==> src/rtl/div_pkg.sv <==
// Shared definitions for the sequential signed divider.
package div_pkg;

    // Default operand/result width in bits.
    localparam int DIV_WIDTH = 8;

    // Control states: wait for operands, iterate, apply signs, present result.
    typedef enum logic [1:0] {
        IDLE = 2'd0,
        CALC = 2'd1,
        FIX  = 2'd2,
        DONE = 2'd3
    } div_state_t;

endpackage : div_pkg

==> src/rtl/div_seq.sv <==
// Sequential signed divider. It computes one radix-2 restoring iteration per
// cycle on the operand magnitudes, then applies the signs in a single fix-up
// cycle. The result is held until the consumer takes it.
// The quotient truncates toward zero, and the remainder takes the sign of the
// dividend.
module div_seq
    import div_pkg::*;
#(
    parameter int WIDTH = DIV_WIDTH
) (
    input  logic             clk,
    input  logic             rst_n,
    input  logic             in_valid,
    output logic             in_ready,
    input  logic [WIDTH-1:0] dividend,
    input  logic [WIDTH-1:0] divisor,
    output logic             out_valid,
    input  logic             out_ready,
    output logic [WIDTH-1:0] quotient,
    output logic [WIDTH-1:0] remainder,
    output logic             div_by_zero,
    output logic             overflow
);

    localparam int                CNT_W     = $clog2(WIDTH + 1);
    localparam logic [CNT_W-1:0]  LAST_ITER = CNT_W'(WIDTH - 1);
    localparam logic [WIDTH-1:0]  MOST_NEG  = {1'b1, {(WIDTH-1){1'b0}}};
    localparam logic [WIDTH-1:0]  ALL_ONES  = {WIDTH{1'b1}};

    // Two's-complement negation, used both for magnitudes and the sign fix.
    function automatic logic [WIDTH-1:0] negate(input logic [WIDTH-1:0] x);
        return ~x + WIDTH'(1);
    endfunction

    // Magnitude of a signed value; -2^(WIDTH-1) maps to 2^(WIDTH-1) unsigned.
    function automatic logic [WIDTH-1:0] magnitude(input logic [WIDTH-1:0] x);
        return x[WIDTH-1] ? negate(x) : x;
    endfunction

    div_state_t       state_q,       state_d;
    logic [CNT_W-1:0] cnt_q,         cnt_d;
    logic [WIDTH-1:0] rem_q,         rem_d;          // partial remainder magnitude
    logic [WIDTH-1:0] quo_q,         quo_d;          // dividend bits shifting out, quotient bits in
    logic [WIDTH-1:0] dvs_q,         dvs_d;          // divisor magnitude
    logic [WIDTH-1:0] dvd_q,         dvd_d;          // raw dividend, returned on divide-by-zero
    logic             neg_quo_q,     neg_quo_d;
    logic             neg_rem_q,     neg_rem_d;
    logic             zero_q,        zero_d;
    logic             ovf_q,         ovf_d;
    logic             out_valid_q,   out_valid_d;
    logic [WIDTH-1:0] quotient_q,    quotient_d;
    logic [WIDTH-1:0] remainder_q,   remainder_d;
    logic             div_by_zero_q, div_by_zero_d;
    logic             overflow_q,    overflow_d;

    // One restoring step: shift in the next dividend bit and subtract when it fits.
    logic [WIDTH:0] shifted;
    logic [WIDTH:0] trial;

    assign shifted = {rem_q, quo_q[WIDTH-1]};
    assign trial   = shifted - {1'b0, dvs_q};

    // Next-state and datapath logic for the whole divider.
    always_comb begin
        // NOTE: every _d gets its current value first, so any path that leaves
        // a signal unassigned holds it instead of inferring a latch.
        state_d       = state_q;
        cnt_d         = cnt_q;
        rem_d         = rem_q;
        quo_d         = quo_q;
        dvs_d         = dvs_q;
        dvd_d         = dvd_q;
        neg_quo_d     = neg_quo_q;
        neg_rem_d     = neg_rem_q;
        zero_d        = zero_q;
        ovf_d         = ovf_q;
        out_valid_d   = out_valid_q;
        quotient_d    = quotient_q;
        remainder_d   = remainder_q;
        div_by_zero_d = div_by_zero_q;
        overflow_d    = overflow_q;

        unique case (state_q)
            IDLE: begin
                if (in_valid) begin
                    dvd_d     = dividend;
                    quo_d     = magnitude(dividend);
                    dvs_d     = magnitude(divisor);
                    rem_d     = '0;
                    cnt_d     = '0;
                    neg_quo_d = dividend[WIDTH-1] ^ divisor[WIDTH-1];
                    neg_rem_d = dividend[WIDTH-1];
                    zero_d    = (divisor == '0);
                    ovf_d     = (dividend == MOST_NEG) && (divisor == ALL_ONES);
                    state_d   = CALC;
                end
            end

            CALC: begin
                if (!trial[WIDTH]) begin
                    rem_d = trial[WIDTH-1:0];
                    quo_d = {quo_q[WIDTH-2:0], 1'b1};
                end else begin
                    rem_d = shifted[WIDTH-1:0];
                    quo_d = {quo_q[WIDTH-2:0], 1'b0};
                end
                cnt_d = cnt_q + 1'b1;
                if (cnt_q == LAST_ITER) begin
                    state_d = FIX;
                end
            end

            FIX: begin
                if (zero_q) begin
                    quotient_d  = ALL_ONES;
                    remainder_d = dvd_q;
                end else if (ovf_q) begin
                    quotient_d  = MOST_NEG;
                    remainder_d = '0;
                end else begin
                    quotient_d  = neg_quo_q ? negate(quo_q) : quo_q;
                    remainder_d = neg_rem_q ? negate(rem_q) : rem_q;
                end
                div_by_zero_d = zero_q;
                overflow_d    = ovf_q && !zero_q;
                out_valid_d   = 1'b1;
                state_d       = DONE;
            end

            DONE: begin
                if (out_ready) begin
                    out_valid_d = 1'b0;
                    state_d     = IDLE;
                end
            end

            default: state_d = IDLE;
        endcase
    end

    // State and output registers; reset aborts any operation in flight.
    always_ff @(posedge clk or negedge rst_n) begin
        if (!rst_n) begin
            state_q       <= IDLE;
            cnt_q         <= '0;
            rem_q         <= '0;
            quo_q         <= '0;
            dvs_q         <= '0;
            dvd_q         <= '0;
            neg_quo_q     <= 1'b0;
            neg_rem_q     <= 1'b0;
            zero_q        <= 1'b0;
            ovf_q         <= 1'b0;
            out_valid_q   <= 1'b0;
            quotient_q    <= '0;
            remainder_q   <= '0;
            div_by_zero_q <= 1'b0;
            overflow_q    <= 1'b0;
        end else begin
            // NOTE: non-blocking assignments here so every flop samples the
            // pre-edge values computed by the combinational block.
            state_q       <= state_d;
            cnt_q         <= cnt_d;
            rem_q         <= rem_d;
            quo_q         <= quo_d;
            dvs_q         <= dvs_d;
            dvd_q         <= dvd_d;
            neg_quo_q     <= neg_quo_d;
            neg_rem_q     <= neg_rem_d;
            zero_q        <= zero_d;
            ovf_q         <= ovf_d;
            out_valid_q   <= out_valid_d;
            quotient_q    <= quotient_d;
            remainder_q   <= remainder_d;
            div_by_zero_q <= div_by_zero_d;
            overflow_q    <= overflow_d;
        end
    end

    assign in_ready    = (state_q == IDLE);
    assign out_valid   = out_valid_q;
    assign quotient    = quotient_q;
    assign remainder   = remainder_q;
    assign div_by_zero = div_by_zero_q;
    assign overflow    = overflow_q;

endmodule : div_seq

==> config.mk <==
export PLATFORM = sky130hd
export DESIGN_NAME = div_seq
export DESIGN_NICKNAME = d
export VERILOG_FILES = /design/src/rtl/div_pkg.sv /design/src/rtl/div_seq.sv
export SDC_FILE = /design/constraint.sdc
export NUM_CORES = 1
export LEC_CHECK = 0
export CORE_ASPECT_RATIO = 1.4
export CORE_UTILIZATION = 53
export CTS_BUF_LIST = sky130_fd_sc_hd__clkbuf_4 sky130_fd_sc_hd__clkbuf_8
export DETAILED_ROUTE_END_ITERATION = 6
export GPL_TIMING_DRIVEN = 0
export PLACE_DENSITY_LB_ADDON = 0.1
export RECOVER_POWER = 100
export SYNTH_ARGS = -nofsm -noshare
export SYNTH_HDL_FRONTEND = slang
export SYNTH_SLANG_ARGS = --single-unit
==> constraint.sdc <==
create_clock -name clk -period 2.5 [get_ports clk]
set_clock_uncertainty 0.2 [all_clocks]
set_input_delay 0.5 -clock clk [delete_from_list [all_inputs] [get_ports clk]]
set_output_delay 0.5 -clock clk [all_outputs]
set_load 0.01 [all_outputs]
==> results.cfg, run 1 <==
[logic_synthesis]
yosysSeqAreaShare = 0.423
netlist_instances = 392
syn_nets = 431
synth_seq_cells = 60
syn_area_mm2 = 0.00355
ys_types = 48
async_reset_ff_frac = 1.00
synth_edf_count = 0
yosys_warnings = 0
ys.flop_type = dfrtp_1
synth_area_per_cell_um2 = 9.06

[detailed_routing]
postRouteAntennaNets = 0
drt-pass1-iter-count = 6
wl_per_cell_um = 16.2
first_iter_violations = 190
dr_total_vias = 2985
wirelength_mm = 8.44
via_per_inst = 5.73
drc = 5

[run_status]
outcome = finished, violations left
violations = DRC, setup timing

[place]
place_ws_ns = -0.272
dp.cells = 502
place_hpwl_mm = 6.32
io_buffers = 37
routabilityCongestion = 0.823

[timing]
fin_tns_setup_ns = -0.869
min_period_ns = 2.62
period_share = 1.05
slew_headroom = 0.256
max_freq_ghz = 0.381
tightest_slew_ns = 1.12
setup-violations-final = 9
fin_ws_ns = -0.122
hold_violations = 0
grt_setup_unrepaired = yes
drv_slew = 0

[clocking]
root_buffer = clkbuf_8
clk_latency_ns = 0.34
cts_max_level = 3
clock_sinks = 60
clk_path_buf_depth = 2
cts_buffers = 9
cts_tree = done
clk_pin_slew_ns = 0.07

[die]
design.core.area_mm2 = 0.00634
initial_utilization = 0.560
dieArea_mm2 = 0.00704
die_w_um = 71.2
rows = 34
ios = 40
die_h_um = 98.9

[power_and_ir_drop]
clkPwrFrac = 0.146
p_sw_mw = 2.47
power_frac_seq = 0.299
sw_frac_of_total = 0.423
p_int_mw = 3.37
powerDensity_mw_per_mm2 = 1370
p_leak_nw = 1.88
combPwrFrac = 0.555
ir_worst_vdd_mv = 0.734

[setup_path]
worst-setup-path-type = reg -> reg
cp.arrival_ns = 2.64
reg2reg_from = quo_q[7]$_DFFE_PN0P_
start_kind = flip-flop
r2r_slack_ns = -0.12
worst_ep_required_time_ns = 2.52
reg2reg_depth = 11
critPathLaunch = quo_q[7]$_DFFE_PN0P_
worstReg2RegEnd = rem_q[3]$_DFFE_PN0P_
cp-endpoint = rem_q[3]$_DFFE_PN0P_
critPathMaxFanout = 5
worstSetupEndpointType = flip-flop

[global_route]
first_global_vias = 2968
grt_pass1_wl_mm = 14.3
grt-ovfl-total = 0
grt_max_degree = 41
grtUsageTotal = 0.266
antenna_found_initial = 0

[run]
maxCapViolCount = 0

[finish]
final_nets = 484
fin_cells = 521
area_growth_pct = 20.3
final_layout_size_suffix_gt1_frac = 0.0958
diodes = 0

[min_path]
worst_hold_path_type = reg -> reg
hold_depth = 2
hold_start = dvs_q[2]$_DFFE_PN0P_
==> state kept, by name, summed over array words and instances, names as in the netlist, 2 cells and up <==
name,count
cnt_q,4
remainder,8
state_q,2
dvd_q,8
dvs_q,8
quo_q,8
quotient,8
rem_q,8
==> routing by layer <==
layer	global-route usage	share of wire	vias up
met1	0.322	0.41	1439
met3	0.0491	0.032	18
met4	0.126	0.028	0
li1	-	-	1461
met2	0.453	0.53	67
met5	0	0	-
==> repair_timing <==
action                     CTS  global route
pin swaps                    5             1
hold buffers                 1             0
gates resized for setup      3             1
gates cloned                 1             0
hold endpoints to repair    20             0
buffers inserted             3             0
setup endpoints to repair   15            19
==> cells by family (layout without fill, tap and decap cells) <==
logic type / after synthesis / count (layout) / synth area share
and+or+nand+nor: 114 / 114 / 0.146
AOI/OAI and AO/OA: 106 / 106 / 0.187
DFF: 60 / 60 / 0.423
buffers and inverters: 48 / 105 / 0.0567
xor gates and xnor gates: 29 / 29 / 0.0715
adders and majority gates: 19 / 19 / 0.0690
muxes: 16 / 16 / 0.0476
==> stage by stage <==
| stage | cell area, um^2 | utilization | power (mW) | hold WS, ns |
|---|---|---|---|---|
| 5_1_grt | 4270 | 0.674 | 6.34 | 0.309 |
| 3_5_place_dp | 4060 | 0.640 | 4.96 | 0.272 |
| 4_1_cts | 4300 | 0.678 | 5.95 | 0.287 |
| 6_report | 4270 | 0.674 | 5.84 | 0.284 |
| 2_1_floorplan | 3580 | - | 4.00 | 0.00441 |
| 3_3_place_gp | 4040 | 0.638 | 4.86 | 0.267 |
==> synthesized netlist by cell type (all sizes together), types with 7 or more instances <==
| cell type | instances | area, um^2 |
|---|---|---|
| xor2 | 14 | 123 |
| inv | 27 | 101 |
| a21oi | 31 | 155 |
| nor2 | 28 | 105 |
| o21ai | 38 | 190 |
| nor3 | 10 | 55.1 |
| ha | 18 | 225 |
| dfrtp | 60 | 1500 |
| mux2i | 9 | 90.1 |
| clkbuf | 16 | 60.1 |
| mux2 | 7 | 78.8 |
| xnor2 | 15 | 131 |
| nand2 | 48 | 180 |
==> cell usage in the layout (no fill, tap or decap), types with 2 or more instances in the layout <==
cell type        netlist  layout
clkbuf_8               0      10
xor2_1                14      14
inv_1                 27      25
a22oi_1                6       6
inv_2                  0       2
clkbuf_1              16      15
o41ai_1                2       3
nor2_1                28      28
a22o_1                 2       2
nand2b_1               6       6
mux2i_1                9       9
o31ai_1                6       6
a31oi_1                3       3
nor2b_1                4       4
buf_2                  2       2
or3_1                  3       3
ha_1                  18      16
nand3b_1               2       2
xnor2_1               15      15
o311ai_2               2       2
o22a_1                 2       2
o21ai_0               34      34
nand4_1                3       3
a21oi_1               31      31
o21ai_1                4       4
dfrtp_1               60      60
buf_4                  1       6
clkdlybuf4s50_1        0      16
nor3_1                 9       9
nand3_1                4       4
mux2_2                 7       7
buf_6                  2       2
nand2_1               48      48
clkinv_2               0       3
o21a_1                 2       2
dlygate4sd3_1          0      21
a21o_1                 2       2
==> final cells by class <==
type,count,area [um^2]
fillers,503,2070
multi-input cells,284,1880
flip-flops and latches,60,1500
repair buffers,43,412
clock buffers,10,138
inverters,27,101
plain buffers,20,97.6
well taps,72,90.1
clock inverters,5,52.6
==> worst max-delay path, stage by stage, from the launching register on <==
cell and delay [ns]:
dfrtp_1 0.39, inv_2 0.10, ha_4 0.14, inv_2 0.03, fa_2 0.36, a211oi_4 0.27, nor3_2 0.09, mux2i_1 0.12
a2111o_1 0.40, buf_6 0.18, mux2i_1 0.14, o21ai_1 0.09
==> worst min-delay path by stage <==
stage,end,slack [ns]
2_1_floorplan,cnt_q[0]$_DFFE_PN0P_,0.004
3_3_place_gp,dvs_q[5]$_DFFE_PN0P_,0.27
3_5_place_dp,dvs_q[2]$_DFFE_PN0P_,0.27
4_1_cts,dvs_q[2]$_DFFE_PN0P_,0.29
5_1_grt,remainder[6]$_DFFE_PN0P_,0.31
6_report,dvs_q[2]$_DFFE_PN0P_,0.28
==> power groups by stage <==
stage                     combinational [mW]  clock (mW)  sequential [mW]
after floorplan                         2.26           0             1.74
after global placement                  3.10           0             1.76
after detailed placement                3.19           0             1.77
after CTS                               3.33       0.871             1.75
after global routing                    3.63       0.910             1.79
final                                   3.25       0.852             1.75
Power figures use the tool's default switching activity.
==> inputs of run 2 (changes only) <==
Settings changed: PLACE_DENSITY_LB_ADDON 0.1 to 0.12.
==> run 2 against run 1 <==
The flow still finishes with violations (DRC, setup timing). Fmax increased by 0.97%. Total power grew 3.0%. Core utilization up 0.67 points. Non-clock buffer count is 1 lower. Cell area up 1.0%. Final cell count unchanged. Sequential power about the same. Worst hold slack improved by 0.0027 ns. Combinational power is 2% higher. Worst setup slack improved by 0.025 ns. Via count is essentially flat. Flip-flop and latch count stayed put. Critical endpoint unchanged.
==> results.cfg, run 2 (synthesized netlist as in run 1, its figures left out) <==
[setup_path]
worst-setup-path-type = reg -> reg
worst_ep_required_time_ns = 2.52
worstPathCellList = inv_2 -> ha_4 -> inv_2 -> fa_2 -> a211oi_4 -> nor3_2 -> mux2i_1 -> a2111o_1 -> buf_6 -> mux2i_1 -> o21ai_1
critPathMaxFanout = 5
cp.arrival_ns = 2.61
worstSetupEndpointType = flip-flop
crit_slowest_cell = a2111o_1
critPathMaxStageDelay_ns = 0.40
start_kind = flip-flop

[detailed_routing]
drc = 5
via_per_inst = 5.73
wl_per_cell_um = 16.6
first_iter_violations = 173
wirelength_mm = 8.63
postRouteAntennaNets = 0
drt-pass1-iter-count = 7
dr_total_vias = 2984

[timing]
slew_headroom = 0.0149
grt_setup_unrepaired = yes
whs_ns = 0.286
setup-violations-final = 9
period_share = 1.04
min_period_ns = 2.60
tightest_slew_ns = 1.48
hold_violations = 0
max_freq_ghz = 0.385
drv_slew = 0
fin_ws_ns = -0.0969

[power_and_ir_drop]
finalPower_mw = 6.02
p_sw_mw = 2.54
sw_frac_of_total = 0.422
combPwrFrac = 0.551
power_frac_seq = 0.292
ir_worst_vdd_mv = 0.701
p_leak_nw = 1.90
clkPwrFrac = 0.158
powerDensity_mw_per_mm2 = 1390
p_int_mw = 3.48

[clocking]
clk_pin_slew_ns = 0.07
clk_path_buf_depth = 2
root_buffer = clkbuf_8
cts_buffers = 9
cts_max_level = 3
cts_tree = done
cts_hold_buffers = 0
clock_sinks = 60
clk_latency_ns = 0.35

[finish]
diodes = 0
fin_area_mm2 = 0.00432
final_nets = 483
final_common_cell = dfrtp_1
most-common-layout-cells = dfrtp_1, nand2_1, o21ai_0
area_growth_pct = 21.5
fin_cells = 521
final_layout_size_suffix_gt1_frac = 0.107

[run_status]
outcome = finished, violations left
violations = DRC, setup timing

[global_route]
first_global_vias = 2955
grt-ovfl-total = 0
grt_max_degree = 34
grt_pass1_wl_mm = 14.4
antenna_found_initial = 0
grtUsageTotal = 0.269

[die]
design.core.area_mm2 = 0.00634
die_h_um = 98.9
rows = 34
dieArea_mm2 = 0.00704
initial_utilization = 0.560
ios = 40
die_w_um = 71.2

[place]
io_buffers = 37
place_ws_ns = -0.261
routabilityCongestion = 0.830
dp.cells = 502
place_hpwl_mm = 6.38
place_area_mm2 = 0.00406

[min_path]
worst_hold_path_type = reg -> reg

[run]
maxCapViolCount = 0
## run 2: cell types whose count changed in the layout (fill, tap and decap cells not counted), sizes merged
cell         delta
dlygate4sd3     -1
clkbuf          +3
clkinv          -2
## run 2: metal layers
layer | track usage | wire length [um] | vias up
li1 | - | - | 1456
met1 | 0.330 | 3580 | 1450
met2 | 0.458 | 4590 | 64
met3 | 0.0429 | 284 | 14
met4 | 0.128 | 172 | 0
met5 | 0 | 0 | -
## run 2: power groups by stage
stage	clock (mW)	sequential (mW)	combinational, mW
4_1_cts	0.959	1.76	3.35
2_1_floorplan	0	1.74	2.26
5_1_grt	1.00	1.81	3.69
6_report	0.948	1.76	3.31
3_3_place_gp	0	1.76	3.10
3_5_place_dp	0	1.77	3.19
## run 2: final cells by class
cell class                 instances  area (um^2)
buffer                            20         97.6
timing repair buffer              42          403
clock inverter                     3         42.5
fill                             524         2020
inverter                          27          101
multi-input combinational        284         1900
clock buffer                      13          179
sequential                        60         1500
tap                               72         90.1
## run 2: path summary, 6_finish.rpt
path | slack, ns | startpoint | endpoint | cells after the start
setup / recovery | -0.1 | quo_q[7]$_DFFE_PN0P_ | rem_q[3]$_DFFE_PN0P_ | 11
hold / removal | 0.29 | dvs_q[1]$_DFFE_PN0P_ | dvs_q[1]$_DFFE_PN0P_ | 2
setup reg to reg | -0.1 | quo_q[7]$_DFFE_PN0P_ | rem_q[3]$_DFFE_PN0P_ | 11
hold reg to reg | 0.29 | dvs_q[1]$_DFFE_PN0P_ | dvs_q[1]$_DFFE_PN0P_ | 2
max in group asynchronous | 0.33 | rst_n | rem_q[2]$_DFFE_PN0P_ | 2
min in group asynchronous | 0.30 | rst_n | state_q[1]$_DFFE_PN0P_ | 1
## run 2: stage by stage
step                 util  setup TNS [ns]
CTS                 0.682          -0.610
floorplan               -         -0.0402
detailed placement  0.640           -3.93
global placement    0.638          -74.81
global route        0.681           -4.35
finish              0.681          -0.590
## run 2: worst max-delay path: cells and delay by family, from the launching register on
| kind | cells | cell delay, ns |
|---|---|---|
| mux | 2 | 0.27 |
| simple gates | 1 | 0.08 |
| compound gates | 3 | 0.73 |
| fa+ha+maj | 2 | 0.50 |
| flops | 1 | 0.38 |
| buf+inv | 3 | 0.30 |
## run 2: timing repair
action                     4_1_cts  5_1_grt
buffers inserted                 2        1
setup endpoints to repair       15       19
cloned                           1        0
gates resized for setup          6        2
pin swaps                        5        1
